--- src/rtl/tick_ctrl_pkg.sv ---
// Shared encodings for the run/halt/step tick controller.
package tick_ctrl_pkg;

  typedef enum logic [1:0] {
    MODE_HALT = 2'b00,
    MODE_RUN  = 2'b01,
    MODE_STEP = 2'b10
  } mode_t;

  localparam int STEP_CNT_W = 8;

endpackage

--- src/rtl/tick_period_core.sv ---
// Programmable period down-counter: flags the cycle on which a tick is due
// and reloads itself from the supplied period.
module tick_period_core #(
  parameter int NrOfBits = 24
) (
  input  logic                clk,
  input  logic                rst,
  input  logic                enable,
  input  logic                load_full,
  input  logic                load_zero,
  input  logic [NrOfBits-1:0] reload,
  output logic                tick_next
);

  localparam logic [NrOfBits-1:0] ONE = NrOfBits'(1);

  logic [NrOfBits-1:0] count;

  assign tick_next = enable && (count == '0);

  always_ff @(posedge clk) begin
    if (rst) begin
      count <= '0;
    end else if (load_full) begin
      count <= reload - ONE;
    end else if (load_zero) begin
      count <= '0;
    end else if (enable) begin
      count <= tick_next ? (reload - ONE) : (count - ONE);
    end
  end

endmodule

--- src/rtl/tick_run_controller.sv ---
// Run/halt/single-step sequencer for the CPU clock-enable tick.
// Optional tick counter enabled by defining TICK_RUN_CTRL_TICK_COUNT_EN.
module tick_run_controller
  import tick_ctrl_pkg::*;
#(
  parameter int NrOfBits      = 24,
  parameter int DefaultReload = 12500000,
  parameter int StepTicks     = 1,
  parameter int StartRunning  = 0
) (
  input  logic                FPGAClock,
  input  logic                FPGAReset,
  input  logic [NrOfBits-1:0] cfg_reload,
  input  logic                cfg_load,
  input  logic                cmd_run,
  input  logic                cmd_halt,
  input  logic                cmd_step,
  input  logic                halt_req,
  output logic                FPGATick,
  output logic [1:0]          mode,
  output logic                step_done,
  output logic [31:0]         tick_count
);

  localparam logic [NrOfBits-1:0]   ONE            = NrOfBits'(1);
  localparam logic [NrOfBits-1:0]   DEFAULT_RELOAD = NrOfBits'(DefaultReload);
  localparam logic [STEP_CNT_W-1:0] STEP_INIT      = STEP_CNT_W'(StepTicks);
  localparam logic [STEP_CNT_W-1:0] STEP_ONE       = STEP_CNT_W'(1);
  localparam mode_t                 RESET_MODE     = (StartRunning != 0) ? MODE_RUN : MODE_HALT;

  // A zero period would never tick; treat it as the fastest legal period.
  function automatic logic [NrOfBits-1:0] clamp_reload(input logic [NrOfBits-1:0] v);
    return (v == '0) ? ONE : v;
  endfunction

  mode_t                 state;
  logic [STEP_CNT_W-1:0] remaining;
  logic [NrOfBits-1:0]   active_reload;
  logic                  halt_now;
  logic                  enable;
  logic                  start_run;
  logic                  start_step;
  logic                  last_step;
  logic                  tick_next;

  assign halt_now   = halt_req || cmd_halt;
  assign enable     = (state != MODE_HALT) && !halt_now;
  assign start_run  = (state == MODE_HALT) && !halt_now && cmd_run;
  assign start_step = (state == MODE_HALT) && !halt_now && !cmd_run && cmd_step;
  // cmd_run during STEP hands over to RUN, so that tick does not finish the step.
  assign last_step  = (state == MODE_STEP) && tick_next && !cmd_run && (remaining == STEP_ONE);

  tick_period_core #(
    .NrOfBits (NrOfBits)
  ) u_core (
    .clk       (FPGAClock),
    .rst       (FPGAReset),
    .enable    (enable),
    .load_full (start_run),
    .load_zero (start_step),
    .reload    (active_reload),
    .tick_next (tick_next)
  );

  always_ff @(posedge FPGAClock) begin
    if (FPGAReset) begin
      state         <= RESET_MODE;
      remaining     <= '0;
      active_reload <= DEFAULT_RELOAD;
      FPGATick      <= 1'b0;
      step_done     <= 1'b0;
    end else begin
      FPGATick  <= tick_next;
      step_done <= last_step;
      if (cfg_load) begin
        active_reload <= clamp_reload(cfg_reload);
      end
      case (state)
        MODE_HALT: begin
          if (start_run) begin
            state <= MODE_RUN;
          end else if (start_step) begin
            state     <= MODE_STEP;
            remaining <= STEP_INIT;
          end
        end
        MODE_RUN: begin
          if (halt_now) begin
            state <= MODE_HALT;
          end
        end
        MODE_STEP: begin
          if (halt_now) begin
            state <= MODE_HALT;
          end else if (cmd_run) begin
            state <= MODE_RUN;
          end else if (tick_next) begin
            remaining <= remaining - STEP_ONE;
            if (remaining == STEP_ONE) begin
              state <= MODE_HALT;
            end
          end
        end
        default: state <= MODE_HALT;
      endcase
    end
  end

  assign mode = state;

`ifdef TICK_RUN_CTRL_TICK_COUNT_EN
  always_ff @(posedge FPGAClock) begin
    if (FPGAReset) begin
      tick_count <= '0;
    end else if (FPGATick) begin
      tick_count <= tick_count + 32'd1;
    end
  end
`else
  assign tick_count = 32'd0;
`endif

endmodule
--- config.mk ---
export PLATFORM = sky130hd
export DESIGN_NAME = tick_run_controller
export DESIGN_NICKNAME = d
export VERILOG_FILES = /design/src/rtl/tick_ctrl_pkg.sv /design/src/rtl/tick_period_core.sv /design/src/rtl/tick_run_controller.sv
export SDC_FILE = /design/constraint.sdc
export NUM_CORES = 1
export LEC_CHECK = 0
export ABC_CLOCK_PERIOD_IN_PS = 3390
export BUFFER_PORTS_ARGS = -buffer_cell sky130_fd_sc_hd__buf_2
export CELL_PAD_IN_SITES_DETAIL_PLACEMENT = 0
export CELL_PAD_IN_SITES_GLOBAL_PLACEMENT = 1
export CORE_MARGIN = 2
export CORE_UTILIZATION = 41
export CTS_CLUSTER_SIZE = 25
export DETAILED_ROUTE_END_ITERATION = 8
export PLACE_DENSITY = 0.87
export SLEW_MARGIN = 20
export SYNTH_ARGS = -nofsm -noshare
export SYNTH_HDL_FRONTEND = slang
export SYNTH_SLANG_ARGS = --single-unit
--- constraint.sdc ---
create_clock -name FPGAClock -period 3.39 [get_ports FPGAClock]
set_clock_uncertainty 0.2 [all_clocks]
set_input_delay 0.1695 -clock FPGAClock [delete_from_list [all_inputs] [get_ports FPGAClock]]
set_output_delay 0.1695 -clock FPGAClock [all_outputs]
set_load 0.01 [all_outputs]
---- Word level (Yosys, flattened, before mapping) ----
Index checks and enable logic that the tools add are counted.
word-level totals
  input bits .............................. 31
  register bits after elaboration ......... 60
  word-level logic and storage cells ...... 60
  output and inout bits ................... 36
cells by class
  multiplexer cells ....................... 19
  equality and inequality tests ........... 12
  reduce and logical (&&, ||, !) cells .... 20
  add/sub/neg operators ................... 3
operators by type and width
  kind                                                                     count
  24-bit 2-to-1 mux                                                        5
  24-bit logical NOT                                                       2
  24-bit by 1-bit subtractor with 24-bit output, second input constant     2
  8-bit 2-to-1 mux                                                         5
  8-bit one-hot mux with 2 select lines                                    1
  2-bit 2-to-1 mux                                                         7
  2-bit inequality test, second input constant                             6
  1-bit logical AND                                                        9
  8-bit by 1-bit equality test with 1-bit output, second input constant    1
  8-bit by 1-bit subtractor with 8-bit output, second input constant       1
  2-bit one-hot mux with 3 select lines                                    1
  6-bit AND reduction                                                      1
  4-bit by 3-bit inequality test with 1-bit output, second input constant  1
  4-bit inequality test, second input constant                             1
  4-bit AND reduction                                                      1
  2-bit nonzero test                                                       2
  3-bit inequality test, second input constant                             1
  3-bit nonzero test                                                       1
  2-bit by 1-bit equality test with 1-bit output, second input constant    1
  2-bit equality test, second input constant                               1
  1-bit logical NOT                                                        2
  2-bit logical NOT                                                        1
  1-bit logical OR                                                         1

---- Longest topological paths before layout ----
  depth after elaboration ................. 8
  depth in mapped cells ................... 10
  mapped depth without buffers ............ 8

---- By module ----
From an unflattened synthesis, not the netlist that was laid out.
second synthesis, totals
  cell total of the unflattened synthesis .. 483
  area total of the unflattened synthesis .. 4040.1 µm²
modules (own cells, without submodules)
  module               cells each  area each (µm²)  sequential area each (µm²)  instances
  tick_period_core     284         2255.9           480.5                       1
  tick_run_controller  199         1784.2           720.7                       1

---- Least setup slack after synthesis ----
Ideal clock, no wire load.
  path type ............................... reg2reg
  start ................................... register u_core.count[16]
  end ..................................... register u_core.count[20]
  period minus slack after synthesis ...... 2.747 ns
  setup slack ............................. 0.643 ns
  stages on the path, launching flop included .. 10
  path buffers ............................ 3
  data required time ...................... 3.068 ns
  arrival ................................. 2.426 ns
  cells stage by stage .................... dfxtp_1 or4_4 or3_1 buf_6 or3_1 buf_2 nand2b_1 buf_2 nor2_1 a221o_1
between the ends
  longest elaborated chain between the ends .. 6
  elaborated cells on any way between the ends .. 7
  those cells by class .................... add/sub (1); mux (4); reduce/logical (2)
ends and longest elaborated chain
  item                                                                                   line                    text
  start, declared                                                                        tick_period_core.sv:17  logic [NrOfBits-1:0] count;
  start signal, assigned                                                                 tick_period_core.sv:25  count <= reload - ONE;
  start signal, assigned                                                                 tick_period_core.sv:29  count <= tick_next ? (reload - ONE) : (count - ONE);
  branches (longest 2 deep; another with 24-bit by 1-bit subtractor with 24-bit output)  n/a
  24-bit 2-to-1 mux *                                                                    tick_period_core.sv:29
  24-bit 2-to-1 mux *                                                                    tick_period_core.sv:28  end else if (enable) begin
  24-bit 2-to-1 mux *                                                                    tick_period_core.sv:26  end else if (load_zero) begin
  24-bit 2-to-1 mux *                                                                    tick_period_core.sv:24  end else if (load_full) begin
Every way passes the cells marked *. The select of a mux whose other input is x is not followed.
A chain may end at the register's enable or synchronous reset.

---- Worst setup path after layout ----
Ends and elaborated chain as after synthesis.

==> flow_metrics.py <==
metrics = {
    "run_status": {
        "outcome": "finished, final reports clean",
    },
    "worst_setup_path": {
        "rr_endpoint": "u_core.count[20]$_SDFFE_PP0P_",
        "cpLargestDelayFamily": "simple AND/OR/NAND/NOR gates",
        "crit_path_start_kind": "flop",
        "r2r_start": "u_core.count[16]$_SDFFE_PP0P_",
        "slowest_delay_ns": 0.57,
        "r2r_cells": 6,
        "path_class": "flop to flop",
        "worstPathArrival_ns": 3.09,
        "required_ns": 3.42,
        "cp_common_cell": "or3_1",
        "cp-end-kind": "flop",
        "crit_chain": "or4_4, or3_1, or3_1, nand2b_1, nor2_1, a221o_1",
        "cp_num_buf_inv": 0,
        "crit_slowest_cell": "or3_1",
        "path_max_fanout": 9,
        "r2r_slack_ns": 0.33,
    },
    "sta": {
        "post-route-period-util_pct": 90.2,
        "max_freq_mhz": 327,
        "fin_hold_ws_ns": 0.0312,
        "rsz0062_at_grt": "no",
        "setup_viol_count_final": 0,
        "final.setup.tns_ns": 0,
        "drv_slew": 0,
        "tightest_slew_ns": 1.00,
        "hold_viol": 0,
        "fin_crit_ns": 3.06,
        "slew_headroom_pct": 33.0,
    },
    "power_and_ir_drop": {
        "pwr-share-comb_pct": 25.0,
        "p_leak_nw": 1.73,
        "p_switching_mw": 0.625,
        "ir_drop_uv": 250,
        "seq_power_share_pct": 40.7,
        "total_power_mw": 2.00,
        "p_per_area_mw_per_mm2": 468,
        "p_sw_share_pct": 31.3,
        "p_int_mw": 1.37,
        "power_frac_clock_pct": 34.2,
    },
    "synth": {
        "synthArstFlopShare_pct": 0,
        "synth_area_mm2": 0.00364,
        "synth_edf_count": 0,
        "synthesis.instances": 443,
        "synth_top_flop_cell": "dfxtp_1",
        "synth_area_leaders": "dfxtp_1 (33%), mux2i_1 (7.4%), buf_4 (6.6%)",
        "synth_seq_cells": 60,
        "yosysUniqueCellTypes": 58,
        "synth_top_area_cell": "dfxtp_1",
        "yosysTopAreaCellShare_pct": 33.0,
        "yosysSeqAreaShare_pct": 33.0,
        "avgSynthCellArea_um2": 8.21,
        "yosys_warnings": 0,
    },
    "grt": {
        "grt_overflow_total": 0,
        "grt_pass1_vias": 3202,
        "grt_antenna_before_repair": 0,
        "grt_usage_pct": 19.4,
        "grt_max_degree": 32,
        "grt_pass1_wl_mm": 15.4,
    },
    "clock_network": {
        "clock_latency_ns": 0.34,
        "cts_buffers": 9,
        "cts_tree": "done",
        "cts.sinks": 60,
        "cts.htree.levels": 3,
        "cts_resized": 0,
        "path_clk_slew_ns": 0.07,
        "cts_max_path_buffers": 2,
        "clockRootBuffer": "clkbuf_8",
    },
    "placement": {
        "portBuffers": 34,
        "hpwl_mm": 6.27,
        "dpl-instance-area_mm2": 0.00381,
        "gp_congestion": 0.890,
    },
    "worst_hold_path": {
        "hold_path_depth": 3,
        "hp-start": "cfg_reload[0]",
        "hold_end": "active_reload[0]$_SDFFE_PP0P_",
        "hold_path.class": "input port to flop",
    },
    "final_layout": {
        "drive_above_1_share_pct": 13.2,
        "fin_area_mm2": 0.00426,
        "nNetsFinal": 539,
        "diodes": 0,
        "area_growth_pct": 17.2,
    },
    "route": {
        "vias": 3346,
        "drtPass1Iterations": 5,
        "viasPerCell": 5.44,
        "avgRoutedWirePerCell_um": 14.7,
        "drt_iter0_drc": 221,
        "drc_errors": 0,
        "drt_wl_total_mm": 9.01,
        "final_antenna_net_count": 0,
    },
    "floorplan": {
        "dieHeight_um": 98.2,
        "ios": 67,
        "start_util_pct": 41.9,
        "dieWidth_um": 98.2,
        "die-area_mm2": 0.00964,
        "fp-row-count": 34,
        "core_mm2": 0.00868,
    },
    "flow_run": {
        "max_cap_violations": 0,
    },
}
cell families after synthesis:
group	share of synthesized area, %
and+or+nand+nor	25.3
AOI/OAI and AO/OA	14.6
buffers and inverters	10.0
DFF	33.0
xor gates and xnor gates	7.23
muxes	8.05
adders and majority gates	1.72
other	0.103
power by group through the flow:
| stage | combinational (mW) | sequential [mW] | clock [mW] |
|---|---|---|---|
| 3_3_place_gp | 0.464 | 0.824 | 0 |
| 6_report | 0.500 | 0.812 | 0.683 |
| 5_1_grt | 0.561 | 0.820 | 0.730 |
| 4_1_cts | 0.496 | 0.811 | 0.710 |
| 2_1_floorplan | 0.402 | 0.811 | 0 |
| 3_5_place_dp | 0.472 | 0.826 | 0 |
worst max path at each step:
stage / from / end / slack (ns) / cells after the start
final: u_core.count[16]$_SDFFE_PP0P_ / u_core.count[20]$_SDFFE_PP0P_ / 0.33 / 6
after global routing: u_core.count[16]$_SDFFE_PP0P_ / u_core.count[20]$_SDFFE_PP0P_ / 0.26 / 6
after floorplan: u_core.count[16]$_SDFFE_PP0P_ / u_core.count[20]$_SDFFE_PP0P_ / 0.64 / 9
after global placement: u_core.count[16]$_SDFFE_PP0P_ / u_core.count[20]$_SDFFE_PP0P_ / 0.44 / 6
after CTS: u_core.count[16]$_SDFFE_PP0P_ / u_core.count[20]$_SDFFE_PP0P_ / 0.35 / 6
after detailed placement: u_core.count[16]$_SDFFE_PP0P_ / u_core.count[20]$_SDFFE_PP0P_ / 0.37 / 6
worst reg2reg max path, stage by stage (launching register included):
cell and delay [ns]:
dfxtp_1 0.36, or4_4 0.56, or3_1 0.46, or3_1 0.57, nand2b_1 0.35, nor2_1 0.12, a221o_1 0.33
sequential cells by signal, summed over array words and instances, names as in the netlist:
name	cells
active_reload	24
u_core.count	24
FPGATick	1
remaining	8
step_done	1
mode	2
per-layer routing:
metal	part of all wire, %	up-vias	GRT usage, %	wire (um)
met2	48	101	32.8	4300
met1	46	1561	25.0	4180
met5	0	-	0	0
li1	-	1672	-	-
met3	4.9	12	4.08	439
met4	1.0	0	5.69	90
area by class of cell:
cell class | count | area (um2)
clock buffers | 12 | 165
clock inverters | 3 | 45.0
fillers | 825 | 4420
inverters | 13 | 48.8
multi-input cells | 352 | 2190
flip-flops and latches | 60 | 1200
well taps | 108 | 135
repair buffers | 67 | 478
synth_stat cells (all sizes together) (2+ instances only):
master and n:
o22ai 2, a31o 2, o32a 2, nor3 25, nor4 23, a32oi 5
buf 38, o31ai 3, a22oi 2, clkbuf 11, inv 12, mux2 2
nand2 37, nand2b 5, o32ai 7, or3 6, ha 5, a31oi 3
a21o 2, o21ai 16, xor2 14, a21oi 18, a2bb2oi 3, or4 4
nor3b 4, nand3b 2, a221o 2, nand3 11, or2 4, nand4 7
and4 2, xnor2 16, mux2i 27, nor2 47, dfxtp 60
through the flow:
stage	cells	utilization, %	setup WS (ns)
after global routing	615	49.1	0.255
after global placement	576	43.9	0.441
after floorplan	474	-	0.643
after CTS	615	49.1	0.354
after detailed placement	576	43.9	0.365
final	615	49.1	0.332
placed cells by master, fill, tap and decap left out, drive strengths merged, types with 6 or more instances in the layout:
cell         instances
nand3               11
o21ai               16
buf                 43
mux2i               27
clkbuf              12
or3                  6
dlygate4sd3         24
a21oi               18
nor3                25
nor2                47
xnor2               16
nor4                23
nand4                7
xor2                14
inv                 12
conb                32
nand2               37
o32ai                7
dfxtp               60
repair_timing:
item / in CTS / in global routing
endpoints found under the setup margin: 0 / 0
buffers inserted: 0 / 0
hold buffers: 24 / 0
endpoints found under the hold margin: 25 / 0
(Power assumes the default switching activity.)
